File: src/rtl/bcd_operand_entry.sv
// Operand entry front-end for the two-digit BCD adder.
// The user keys in two 2-digit operands one digit at a time. Each digit is
// taken from digit_in when the debounced enter button is pressed. Digits
// above 9 are rejected and flagged on err. The debounced clear button wipes
// the entry and takes priority over enter.
module bcd_operand_entry #(
    parameter int DEBOUNCE_CYCLES = 500000
) (
    input  logic       CLOCK_50,
    input  logic       resetn,
    input  logic [3:0] digit_in,
    input  logic       key_enter_n,
    input  logic       key_clear_n,
    output logic [3:0] op_a_tens,
    output logic [3:0] op_a_ones,
    output logic [3:0] op_b_tens,
    output logic [3:0] op_b_ones,
    output logic       operands_valid,
    output logic [2:0] entry_phase,
    output logic       err
);

    localparam int             CNT_W    = $clog2(DEBOUNCE_CYCLES);
    localparam logic [CNT_W-1:0] CNT_LAST = CNT_W'(DEBOUNCE_CYCLES - 1);

    localparam logic [2:0] ENTER_A1 = 3'd0;
    localparam logic [2:0] ENTER_A0 = 3'd1;
    localparam logic [2:0] ENTER_B1 = 3'd2;
    localparam logic [2:0] ENTER_B0 = 3'd3;
    localparam logic [2:0] DONE     = 3'd4;

    // Bit 0 is enter and bit 1 is clear. Both buttons use the same conditioning.
    logic [1:0] key_raw;
    logic [1:0] press;

    assign key_raw = {key_clear_n, key_enter_n};

    generate
        for (genvar gi = 0; gi < 2; gi++) begin : g_btn
            logic             sync1_q;
            logic             sync2_q;
            logic             stable_q;
            logic             press_q;
            logic [CNT_W-1:0] cnt_q;

            // Synchronize the raw level, then accept a change only after it has held long enough.
            // The press pulse is registered on the edge where stable goes from 1 to 0.
            always_ff @(posedge CLOCK_50) begin
                if (!resetn) begin
                    sync1_q  <= 1'b1;
                    sync2_q  <= 1'b1;
                    stable_q <= 1'b1;
                    press_q  <= 1'b0;
                    cnt_q    <= '0;
                end else begin
                    sync1_q <= key_raw[gi];
                    sync2_q <= sync1_q;
                    press_q <= 1'b0;
                    if (sync2_q == stable_q) begin
                        cnt_q <= '0;
                    end else if (cnt_q == CNT_LAST) begin
                        stable_q <= sync2_q;
                        cnt_q    <= '0;
                        press_q  <= ~sync2_q;
                    end else begin
                        cnt_q <= cnt_q + CNT_W'(1);
                    end
                end
            end

            assign press[gi] = press_q;
        end
    endgenerate

    logic [2:0] state_q, state_d;
    logic [3:0] a_tens_q, a_tens_d;
    logic [3:0] a_ones_q, a_ones_d;
    logic [3:0] b_tens_q, b_tens_d;
    logic [3:0] b_ones_q, b_ones_d;
    logic       err_q, err_d;
    logic       valid_q, valid_d;
    logic       enter_ev;
    logic       clear_ev;
    logic       digit_ok;

    assign enter_ev = press[0];
    assign clear_ev = press[1];
    assign digit_ok = (digit_in <= 4'd9);

    // Entry sequencing: clear beats enter, and invalid digits only raise err.
    always_comb begin
        state_d  = state_q;
        a_tens_d = a_tens_q;
        a_ones_d = a_ones_q;
        b_tens_d = b_tens_q;
        b_ones_d = b_ones_q;
        err_d    = err_q;
        if (clear_ev) begin
            state_d  = ENTER_A1;
            a_tens_d = 4'd0;
            a_ones_d = 4'd0;
            b_tens_d = 4'd0;
            b_ones_d = 4'd0;
            err_d    = 1'b0;
        end else begin
            case (state_q)
                ENTER_A1, ENTER_A0, ENTER_B1, ENTER_B0, DONE: begin
                    if (enter_ev) begin
                        if (!digit_ok) begin
                            err_d = 1'b1;
                        end else begin
                            err_d = 1'b0;
                            case (state_q)
                                ENTER_A1: begin a_tens_d = digit_in; state_d = ENTER_A0; end
                                ENTER_A0: begin a_ones_d = digit_in; state_d = ENTER_B1; end
                                ENTER_B1: begin b_tens_d = digit_in; state_d = ENTER_B0; end
                                ENTER_B0: begin b_ones_d = digit_in; state_d = DONE;     end
                                default: begin
                                    // A new entry starts from DONE with the remaining digits cleared.
                                    a_tens_d = digit_in;
                                    a_ones_d = 4'd0;
                                    b_tens_d = 4'd0;
                                    b_ones_d = 4'd0;
                                    state_d  = ENTER_A0;
                                end
                            endcase
                        end
                    end
                end
                default: state_d = ENTER_A1;
            endcase
        end
        valid_d = (state_d == DONE);
    end

    // State and operand registers. valid is registered from the next state, so it stays in step with state.
    always_ff @(posedge CLOCK_50) begin
        if (!resetn) begin
            state_q  <= ENTER_A1;
            a_tens_q <= 4'd0;
            a_ones_q <= 4'd0;
            b_tens_q <= 4'd0;
            b_ones_q <= 4'd0;
            err_q    <= 1'b0;
            valid_q  <= 1'b0;
        end else begin
            state_q  <= state_d;
            a_tens_q <= a_tens_d;
            a_ones_q <= a_ones_d;
            b_tens_q <= b_tens_d;
            b_ones_q <= b_ones_d;
            err_q    <= err_d;
            valid_q  <= valid_d;
        end
    end

    assign op_a_tens      = a_tens_q;
    assign op_a_ones      = a_ones_q;
    assign op_b_tens      = b_tens_q;
    assign op_b_ones      = b_ones_q;
    assign operands_valid = valid_q;
    assign entry_phase    = state_q;
    assign err            = err_q;

endmodule
File: config.mk
export PLATFORM = sky130hd
export DESIGN_NAME = bcd_operand_entry
export DESIGN_NICKNAME = d
export VERILOG_FILES = /design/src/rtl/bcd_operand_entry.sv
export SDC_FILE = /design/constraint.sdc
export NUM_CORES = 1
export LEC_CHECK = 0
export BUFFER_PORTS_ARGS = -buffer_cell sky130_fd_sc_hd__buf_4
export CAP_MARGIN = 40
export CORE_ASPECT_RATIO = 0.6
export CORE_MARGIN = 5
export CORE_UTILIZATION = 55
export DETAILED_ROUTE_END_ITERATION = 8
export GPL_TIMING_DRIVEN = 0
export PLACE_DENSITY = 0.75
export SYNTH_ARGS = -nofsm -noshare
export SYNTH_HDL_FRONTEND = slang
export SYNTH_SLANG_ARGS = --single-unit
export TNS_END_PERCENT = 5
File: constraint.sdc
create_clock -name CLOCK_50 -period 4 [get_ports CLOCK_50]
set_input_delay 0.8 -clock CLOCK_50 [delete_from_list [all_inputs] [get_ports CLOCK_50]]
set_output_delay 0.8 -clock CLOCK_50 [all_outputs]
set_load 0.1 [all_outputs]
======== Word-level counts from Yosys, hierarchy flattened ========
Index checks and enable logic that the tools add are counted.
storage, ports and cells
  register bits after elaboration ......... 67
  ROM bits ................................ 0
  word-level logic and storage cells ...... 67
  memories kept ........................... 0
  bits in writable memories ............... 0
  output and inout port bits .............. 21
  bits in latches ......................... 0
  input port bits ......................... 8
cells by class
  shift operators ......................... 0
  multiplexer cells ....................... 9
  $add $sub $neg .......................... 2
  equality and inequality tests ........... 9
  reduce and logical (&&, ||, !) cells .... 18
  bitwise operators ....................... 11
  $lt $le $gt $ge ......................... 1
  div/mod/pow operators ................... 0
  multiply operators ...................... 0
operator list
  kind                   number
  $add 19x1->19 const B  2
  $eq 19x19->1 const B   2
  $pmux 4 s2             3
  $reduce_or 3->1        8
  $reduce_and 4->1       4
  $mux 3                 4
  $not 1->1              11
  $pmux 3 s3             1
  $eq 3x2->1 const B     2
  $eq 3x3->1 const B     2
  $reduce_and 2->1       3
  $reduce_or 5->1        1
  $le 4x4->1 const B     1
  $eq 3x1->1 const B     1
  $logic_not 3->1        1
  $eq 1x1->1             2
  $reduce_or 2->1        1
  $mux 1                 1

======== Logic depth before layout (Yosys ltp) ========
Gate-level depths: netlist (run 1).
  depth in word-level cells ............... 7
  mapped depth ............................ 6
  mapped depth without buffers ............ 5

======== Worst setup path after synthesis (run 1) ========
Ideal clock, no wire load.
  path kind ............................... input port to flip-flop
  start point ............................. input port digit_in[1]
  end point ............................... register state_q[2], in the netlist entry_phase[2]
  setup time .............................. 0.070 ns
  data required time ...................... 3.930 ns
  slack ................................... 1.936 ns
  stages .................................. 6
  arrival ................................. 1.993 ns
  cell sequence ........................... o21ai_0 and2_1 clkbuf_1 clkbuf_1 nand3_1 a21oi_1
between the ends
  word-level cells in the longest chain between the ends .. 5
ends and longest elaborated chain
  what                  line  RTL
  from (decl)           11    input logic [3:0] digit_in,
  $le 4x4->1            88    assign digit_ok = (digit_in <= 4'd9);
  $mux 3                109   if (!digit_ok) begin
  $mux 3                108   if (enter_ev) begin
  $mux 3                106   case (state_q)
  $mux 3                98    if (clear_ev) begin
  to (signal assigned)  147   state_q <= state_d;
  to (decl)             75    logic [2:0] state_q, state_d;
No other way between the ends.
A chain may end at the register's enable or synchronous reset.

======== Worst setup path in the final report (run 1) ========
  start point ............................. register g_btn[1].cnt_q[0]
  end point ............................... register g_btn[1].cnt_q[13]
between the ends
  word-level cells in the longest chain between the ends .. 2
ends and longest elaborated chain
  what                                                   line  RTL
  from (decl)                                            44    logic [CNT_W-1:0] cnt_q;
  from (signal assigned)                                 66    cnt_q <= cnt_q + CNT_W'(1);
  branches (longest 2 deep; another with $add 19x1->19)  n/a
Several ways; the timed one is not identified.

==> results_dict.tcl, run 1 <==
set metrics [dict create \
    syn_nets 319 \
    numClockSinks 67 \
    dp_hpwl_mm 4.249 \
    clock_latency_ns 0.34 \
    num_vias 2326 \
    start_util 0.5593 \
    p_per_area_nw_per_um2 380.2 \
    synth_cell_type_count 36 \
    place_congestion 0.8830 \
    crit_arrival_ns 2.67 \
    worstMarginPinSlew_ns 0.8265 \
    max-slew-margin-rel 0.4466 \
    wire_per_inst_um 13.86 \
    row_count 20 \
    cts_tree "yes" \
    htreeDepth 3 \
    holdWs_ns 0.4074 \
    numPlacedInstances 403 \
    die_height_um 65.12 \
    grt_max_degree 11 \
    hold_path.class "register to register" \
    area_delta_synth_final_pct 17.48 \
    ys_seq_area_frac 0.4816 \
    pre_cts_ws_ns 1.455 \
    final_cell_mix "67 x dfxtp_1, 40 x nor2_1, 28 x buf_4, 22 x nand2_1, 21 x nand3_1" \
    min_period_ns 2.448 \
    layout_commonest_cell "dfxtp_1" \
    syn-instance-count 309 \
    setup_viol 0 \
    dr.pass1.iters 5 \
    via_per_inst 5.565 \
    finalHoldViolations 0 \
    syn_area_per_cell_sq_um 9.013 \
    drive_above_1_share 0.1335 \
    grt_pass1_wl_mm 9.798 \
    max-vdd-ir-drop_uv 265.3 \
    antenna_cells 0 \
    core_area_sq_um 4980 \
    instances_no_fill 418 \
    required_ns 4.22 \
    clk_pin_slew_worst_paths_ns 0.06 \
    post-route-period-util 0.6121 \
    io_pins 29 \
    fmax_mhz 408.4 \
    fin_tns_setup_ns 0 \
    postCtsHoldBufs 0 \
    die_w_um 101.9 \
    criticalPathCategory "register to register" \
    crit_fanout 10 \
    power_mw 1.244 \
    cts.repair.resized 0 \
    grt.total_usage 0.1909 \
    antenna_left 0 \
    leakagePower_nw 1.115 \
    cap_viol_max_count 0 \
    cts_buffers 9 \
    clock_path_buffers 2 \
    cp-start-kind "register" \
    rsz0062_at_grt "no" \
    dieArea_sq_um 6634 \
    slew_violations 0 \
    status "completed" \
    finalWirelength_mm 5.794 \
    cts_root_buffer "clkbuf_8" \
    synth_seq_cells 67 \
    first_global_vias 2039 \
    finalNetCount 358 \
    drc 0 \
    initialDrtViolationCount 146 \
    synth_area_sq_um 2785 \
    yosysWarnings 0 \
    antenna_found_initial 0 \
    end_kind "register" \
    grt_overflow_total 0 \
    io_buffer_count 28 \
    skew_ns 0.004409 \
    fin_ws_ns 1.552 \
    postCtsSetupRepairBufs 0 \
]
-- synthesized netlist by cell type, drive strengths merged --
cell type,instances,area share
or3b,1,0.0031
o211ai,3,0.0081
nand2b,6,0.013
o21bai,1,0.0067
mux2i,3,0.011
nor3b,2,0.0054
or3,5,0.011
and3b,1,0.0031
buf,2,0.0058
a22o,4,0.013
and3,2,0.0045
or4,3,0.0094
ha,2,0.0090
nand2,22,0.030
nor2,40,0.054
a21oi,18,0.032
nand3b,1,0.0027
nor3,8,0.014
xnor2,19,0.060
xor2,16,0.050
nor2b,1,0.0022
and4,4,0.013
nand4,19,0.045
nor4bb,2,0.0072
o21ai,9,0.016
nand3,21,0.038
clkbuf,8,0.011
dfxtp,67,0.48
or4b,2,0.0072
inv,6,0.0081
nor4,9,0.020
a211oi,1,0.0027
and2,1,0.0022
-- cell type report --
cell class / count / area (sq um)
fillers: 430 / 1708
well taps: 66 / 82.58
multi-input cells: 226 / 1375
clock buffers: 13 / 158.9
plain buffers: 10 / 46.29
flip-flops and latches: 67 / 1341
clock inverters: 2 / 35.03
repair buffers: 28 / 210.2
inverters: 6 / 22.52
-- metal layers --
metal	share of wire	vias to the layer above	global-route usage	routed length (um)
met5	0	-	0	0
met4	0.018	0	0.08020	104
met3	0.085	11	0.06151	492
met2	0.38	86	0.2524	2200
met1	0.52	1058	0.2813	2997
li1	-	1171	-	-
-- logic make-up after synthesis --
| logic type | Yosys count | share of synthesized area |
|---|---|---|
| AND/OR/NAND/NOR | 150 | 0.2853 |
| flip-flops | 67 | 0.4816 |
| AO/OA/AOI/OAI | 36 | 0.07862 |
| XOR/XNOR | 35 | 0.1101 |
| buffers and inverters | 16 | 0.02471 |
| multiplexers | 3 | 0.01078 |
| adder cells (fa/ha/maj) | 2 | 0.008983 |
-- registers in the layout, indices dropped and copies added, names as in the netlist, 2 cells and up --
signal / cells
op_a_tens: 4
op_a_ones: 4
g_btn.stable_q: 2
g_btn.sync2_q: 2
op_b_ones: 4
op_b_tens: 4
g_btn.cnt_q: 38
g_btn.sync1_q: 2
entry_phase: 3
-- final timing paths --
| check | from | endpoint | slack, ns | depth (start not counted) |
|---|---|---|---|---|
| hold reg to reg | g_btn[0].sync1_q | g_btn[0].sync2_q | 0.41 | 1 |
| setup / recovery | g_btn[1].cnt_q[0] | g_btn[1].cnt_q[13] | 1.55 | 6 |
| setup reg to reg | g_btn[1].cnt_q[0] | g_btn[1].cnt_q[13] | 1.55 | 6 |
| hold / removal | g_btn[0].sync1_q | g_btn[0].sync2_q | 0.41 | 1 |
-- where the power goes --
part | internal, mW | leakage [nW] | switching [mW]
logic | 0.00900 | 0.475 | 0.0144
registers | 0.670 | 0.541 | 0.00160
clock network | 0.318 | 0.0995 | 0.231
total | 0.996 | 1.11 | 0.247
-- critical path: stages (launching register included) --
cell and delay, ns:
dfxtp_1 0.40, ha_1 0.22, and3_1 0.30, nand4_1 0.25, o211ai_1 0.74, buf_2 0.35, nor2_1 0.07
-- per-stage QoR --
| step | instance area, sq um | utilization |
|---|---|---|
| 2_1_floorplan | 2785 | - |
| 3_3_place_gp | 3078 | 0.6181 |
| 3_5_place_dp | 3078 | 0.6181 |
| 4_1_cts | 3272 | 0.6570 |
| 5_1_grt | 3272 | 0.6570 |
| 6_report | 3272 | 0.6570 |
Note: power is estimated with default switching activity, not from simulation.
==> run 2: changes to the inputs <==
--- a/config.mk
+++ b/config.mk
@@ -9,7 +9,7 @@
 export CAP_MARGIN = 40
 export CORE_ASPECT_RATIO = 0.6
 export CORE_MARGIN = 5
-export CORE_UTILIZATION = 55
+export CORE_UTILIZATION = 52
 export DETAILED_ROUTE_END_ITERATION = 8
 export GPL_TIMING_DRIVEN = 0
 export PLACE_DENSITY = 0.75
==> constraint.sdc (replaced) <==
create_clock -name CLOCK_50 -period 2 [get_ports CLOCK_50]
set_input_delay 0.4 -clock CLOCK_50 [delete_from_list [all_inputs] [get_ports CLOCK_50]]
set_output_delay 0.4 -clock CLOCK_50 [all_outputs]
set_load 0.1 [all_outputs]
==> results_dict.tcl, run 2 (synthesized netlist as in run 1, its figures left out) <==
set metrics [dict create \
    setup_viol 6 \
    area_delta_synth_final_pct 22.42 \
    antenna_cells 0 \
    regToRegStartpoint "g_btn[0].cnt_q[7]" \
    io_pins 29 \
    final_cell_mix "61 x dfxtp_1, 40 x nor2_1, 37 x buf_4, 22 x nand2_1, 20 x nand3_1" \
    fin_ws_ns -0.003498 \
    drc 0 \
    worstMarginPinSlew_ns 0.5739 \
    switching_share 0.1920 \
    place_congestion 0.8626 \
    htreeDepth 3 \
    ff_latch_area_sq_um 1349 \
    power_report.internal_total_mw 2.118 \
    die_height_um 66.69 \
    initialDrtViolationCount 147 \
    start_util 0.5429 \
    grt_overflow_total 0 \
    crit_arrival_ns 2.24 \
    slew_violations 0 \
    rsz0062_at_grt "yes" \
    die_w_um 104.5 \
    grt_pass1_wl_mm 9.915 \
    dp_hpwl_mm 4.179 \
    finalWirelength_mm 6.094 \
    reg2regPathDepth 5 \
    criticalPathCategory "register to register" \
    cts_buffers 9 \
    required_ns 2.24 \
    violations "setup timing" \
    p_sw_mw 0.5034 \
    layout_commonest_cell "dfxtp_1" \
    power_mw 2.621 \
    cp_slowest_cell "or4_4" \
    drive_above_1_share 0.1828 \
    grt.total_usage 0.1825 \
    clock_path_buffers 2 \
    fmax_mhz 499.1 \
    cap_viol_max_count 0 \
    post-route-period-util 1.002 \
    fillers 395 \
    multi_input_area_sq_um 1405 \
    clock_latency_ns 0.34 \
    num_vias 2352 \
    clkPwrFrac 0.468 \
    combPwrFrac 0.020 \
    cts_root_buffer "clkbuf_8" \
    first_global_vias 2042 \
    dieArea_sq_um 6968 \
    cts_tree "yes" \
    numClockSinks 67 \
    largest_register_ffs 38 \
    critical_path.max_stage_delay_ns 0.56 \
    wire_per_inst_um 14.27 \
    regMostFlops "g_btn.cnt_q" \
    end_kind "register" \
    max-vdd-ir-drop_uv 497.4 \
    critPathLaunch "g_btn[0].cnt_q[7]" \
    path_cells "or4b_1 -> or4_4 -> o21bai_4 -> buf_6 -> nor2_1" \
    min_period_ns 2.003 \
    io_buffer_count 28 \
    sequentialPowerShare 0.512 \
    via_per_inst 5.508 \
    finalNetCount 368 \
    clk_pin_slew_worst_paths_ns 0.07 \
    crit_fanout 7 \
    hold_path.class "input port to register" \
    row_count 20 \
    rr_endpoint "g_btn[0].cnt_q[11]" \
    ff2ff_setup_slack_ns -0.003 \
    max-slew-margin-rel 0.6138 \
    dr.pass1.iters 4 \
    grt_max_degree 11 \
    antenna_left 0 \
    pre_cts_ws_ns -0.3729 \
    postCtsHoldBufs 0 \
    status "complete, but fails checks" \
    p_per_area_nw_per_um2 768.9 \
    core_area_sq_um 5130 \
    cp-endpoint "g_btn[0].cnt_q[11]" \
    skew_ns 0.005902 \
    cp-start-kind "register" \
    antenna_found_initial 0 \
    finalHoldViolations 0 \
    leakagePower_nw 1.176 \
]
==> run 2: worst min-delay path by stage <==
stage	from	to	slack (ns)	cells after the start
2_1_floorplan	g_btn[0].sync1_q	g_btn[0].sync2_q	0.39	1
3_3_place_gp	g_btn[1].sync1_q	g_btn[1].sync2_q	0.39	1
3_5_place_dp	g_btn[0].sync1_q	g_btn[0].sync2_q	0.40	1
4_1_cts	key_clear_n	g_btn[1].sync1_q	0.23	2
5_1_grt	key_clear_n	g_btn[1].sync1_q	0.24	2
6_report	key_clear_n	g_btn[1].sync1_q	0.24	2
==> run 2: cell type report <==
cell class | instances | share of cell area
Buffer | 10 | 0.01358
Clock buffer | 12 | 0.04550
Clock inverter | 2 | 0.01761
Inverter | 6 | 0.006606
Multi-Input combinational cell | 226 | 0.4121
Sequential cell | 67 | 0.3956
Tap cell | 66 | 0.02422
Timing Repair Buffer | 38 | 0.08477
==> run 2: what timing repair did <==
item                       4_1_cts  5_1_grt
resized for setup                4        9
gates cloned                     0        1
pin swaps                        4        4
buffers inserted                 1        8
setup endpoints to repair       31       23
==> run 2: layer usage <==
layer	track usage	routed length (um)
met2	0.2610	2419
met3	0.06583	503
met1	0.2487	3079
met5	0	0
met4	0.07270	91
==> run 2: power groups by stage <==
stage                     Combinational, mW  Clock [mW]  Sequential [mW]
after global placement               0.0459           0             1.37
after floorplan                      0.0234           0             1.37
after detailed placement             0.0466           0             1.37
after CTS                            0.0476        1.26             1.34
final                                0.0525        1.23             1.34
after global routing                 0.0574        1.31             1.34
==> run 2: through the flow <==
stage	std cells	utilization	setup TNS (ns)	area [sq um]	hold WS [ns]
final	427	0.6646	-0.01102	3410	0.2395
after global routing	427	0.6646	-0.8594	3410	0.2390
after floorplan	309	-	-0.1099	2786	0.3863
after detailed placement	403	0.6002	-6.785	3079	0.3957
after global placement	403	0.6002	-5.212	3079	0.3879
after CTS	418	0.6466	-0.5613	3317	0.2251
==> run 2: worst max-delay path: cells and delay by family (launching register included) <==
kind                   cells  cell delay, ns
flip-flops                 1            0.34
buffers and inverters      1            0.17
AND/OR/NAND/NOR            3            1.11
AO/OA/AOI/OAI              1            0.27
==> run 3: changes to the inputs <==
--- a/config.mk
+++ b/config.mk
@@ -7,9 +7,11 @@
 export LEC_CHECK = 0
 export BUFFER_PORTS_ARGS = -buffer_cell sky130_fd_sc_hd__buf_4
 export CAP_MARGIN = 40
+export CELL_PAD_IN_SITES_DETAIL_PLACEMENT = 1
+export CELL_PAD_IN_SITES_GLOBAL_PLACEMENT = 1
 export CORE_ASPECT_RATIO = 0.6
 export CORE_MARGIN = 5
-export CORE_UTILIZATION = 52
+export CORE_UTILIZATION = 40
 export DETAILED_ROUTE_END_ITERATION = 8
 export GPL_TIMING_DRIVEN = 0
 export PLACE_DENSITY = 0.75
==> results_dict.tcl, run 3 (synthesized netlist as in run 1, its figures left out) <==
set metrics [dict create \
    cts_buffers 9 \
    place_congestion 0.8210 \
    sequentialPowerShare 0.440 \
    min_period_ns 2.005 \
    start_util 0.4136 \
    crit_fanout 6 \
    setup_viol 1 \
    grt.total_usage 0.1800 \
    cap_viol_max_count 0 \
    antenna_found_initial 0 \
    numClockSinks 67 \
    slew_violations 0 \
    fin_area_sq_um 3528 \
    dp_hpwl_mm 5.075 \
    clk_pin_slew_worst_paths_ns 0.06 \
    htreeDepth 3 \
    max-vdd-ir-drop_uv 457.5 \
    die_height_um 74.64 \
    p_sw_mw 0.6042 \
    io_buffer_count 28 \
    cts_root_buffer "clkbuf_16" \
    post_dp_cell_area_sq_um 3105 \
    reg2regPathDepth 5 \
    layout_commonest_cell "dfxtp_1" \
    regToRegStartpoint "g_btn[0].cnt_q[5]" \
    dr.pass1.iters 4 \
    cts_tree "yes" \
    critPathLaunch "g_btn[0].cnt_q[5]" \
    switching_share 0.1979 \
    status "complete, but fails checks" \
    final_cell_mix "63 x dfxtp_1, 40 x nor2_1, 37 x buf_4, 22 x nand2_1, 20 x nand3_1" \
    rsz0062_at_grt "yes" \
    end_kind "register" \
    clock_path_buffers 2 \
    power_mw 3.053 \
    grt_pass1_wl_mm 12.65 \
    io_pins 29 \
    required_ns 2.21 \
    initialDrtViolationCount 119 \
    drive_above_1_share 0.1791 \
    skew_ns 0.005740 \
    clock_latency_ns 0.33 \
    clkPwrFrac 0.542 \
    regMostFlops "g_btn.cnt_q" \
    area_delta_synth_final_pct 26.68 \
    grt_overflow_total 0 \
    finalNetCount 368 \
    p_per_area_nw_per_um2 865.3 \
    via_per_inst 5.384 \
    wire_per_inst_um 16.51 \
    violations "setup timing" \
    post-route-period-util 1.002 \
    cp-start-kind "register" \
    num_vias 2423 \
    power_report.internal_total_mw 2.449 \
    row_count 23 \
    drc 0 \
    hold_start "key_clear_n" \
    criticalPathCategory "register to register" \
    grt_max_degree 12 \
    fmax_mhz 498.8 \
    dieArea_sq_um 8786 \
    leakagePower_nw 1.216 \
    core_area_sq_um 6734 \
    die_w_um 117.7 \
    hold_depth 2 \
    hold_path.class "input port to register" \
    fin_ws_ns -0.004636 \
    max-slew-margin-rel 0.6082 \
    worstMarginPinSlew_ns 0.5824 \
    antenna_left 0 \
    antenna_cells 0 \
    finalHoldViolations 0 \
    combPwrFrac 0.018 \
    largest_register_ffs 38 \
    crit_arrival_ns 2.22 \
    finalWirelength_mm 7.428 \
    first_global_vias 2503 \
]
run 3: metrics by stage:
| stage | TNS, ns | utilization | hold WS (ns) | cells | worst slack [ns] |
|---|---|---|---|---|---|
| after floorplan | -0.1099 | - | 0.3863 | 309 | -0.02751 |
| after global placement | -8.437 | 0.4612 | 0.3940 | 424 | -0.4388 |
| after detailed placement | -11.65 | 0.4612 | 0.3949 | 424 | -0.5292 |
| after CTS | -0.1069 | 0.5193 | 0.2443 | 448 | -0.02277 |
| after global routing | -0.3723 | 0.5240 | 0.2483 | 450 | -0.06878 |
| final | -0.004636 | 0.5240 | 0.2515 | 450 | -0.004636 |
run 3: worst max-delay path, cell delays in order (launching register included):
cell and delay (ns):
dfxtp_2 0.35, or4b_1 0.51, or4_4 0.57, o21bai_4 0.24, buf_4 0.17, nor2_1 0.05
run 3: metal layers:
layer | wire length [um] | part of all wire | track usage
met4 | 104 | 0.014 | 0.06107
met2 | 3093 | 0.42 | 0.2726
met5 | 0 | 0 | 0
met3 | 310 | 0.042 | 0.05405
met1 | 3921 | 0.53 | 0.2486
run 3: final timing paths:
path	endpoint	slack, ns
max	g_btn[0].cnt_q[5]	-0.005
min	g_btn[1].sync1_q	0.25
max reg2reg	g_btn[0].cnt_q[5]	-0.005
min reg2reg	g_btn[1].sync2_q	0.41
run 3: cell type report:
type	instances	area, sq um
Clock inverter	5	77.57
Tap cell	87	108.9
Clock buffer	11	232.7
Multi-Input combinational cell	226	1405
Fill cell	798	3206
Timing Repair Buffer	38	289.0
Buffer	10	46.29
Inverter	6	22.52
Sequential cell	67	1346
run 3: power groups by stage:
stage	combinational (mW)	clock (mW)	sequential, mW
6_report	0.0543	1.65	1.34
5_1_grt	0.0600	1.75	1.34
4_1_cts	0.0536	1.68	1.34
3_5_place_dp	0.0488	0	1.37
3_3_place_gp	0.0478	0	1.37
2_1_floorplan	0.0234	0	1.37
run 3: timing repair:
item	4_1_cts	5_1_grt
gates cloned	1	0
pin swaps	7	3
endpoints found under the setup margin	32	26
resized for setup	7	4
hold buffers	0	0
buffers inserted	7	2
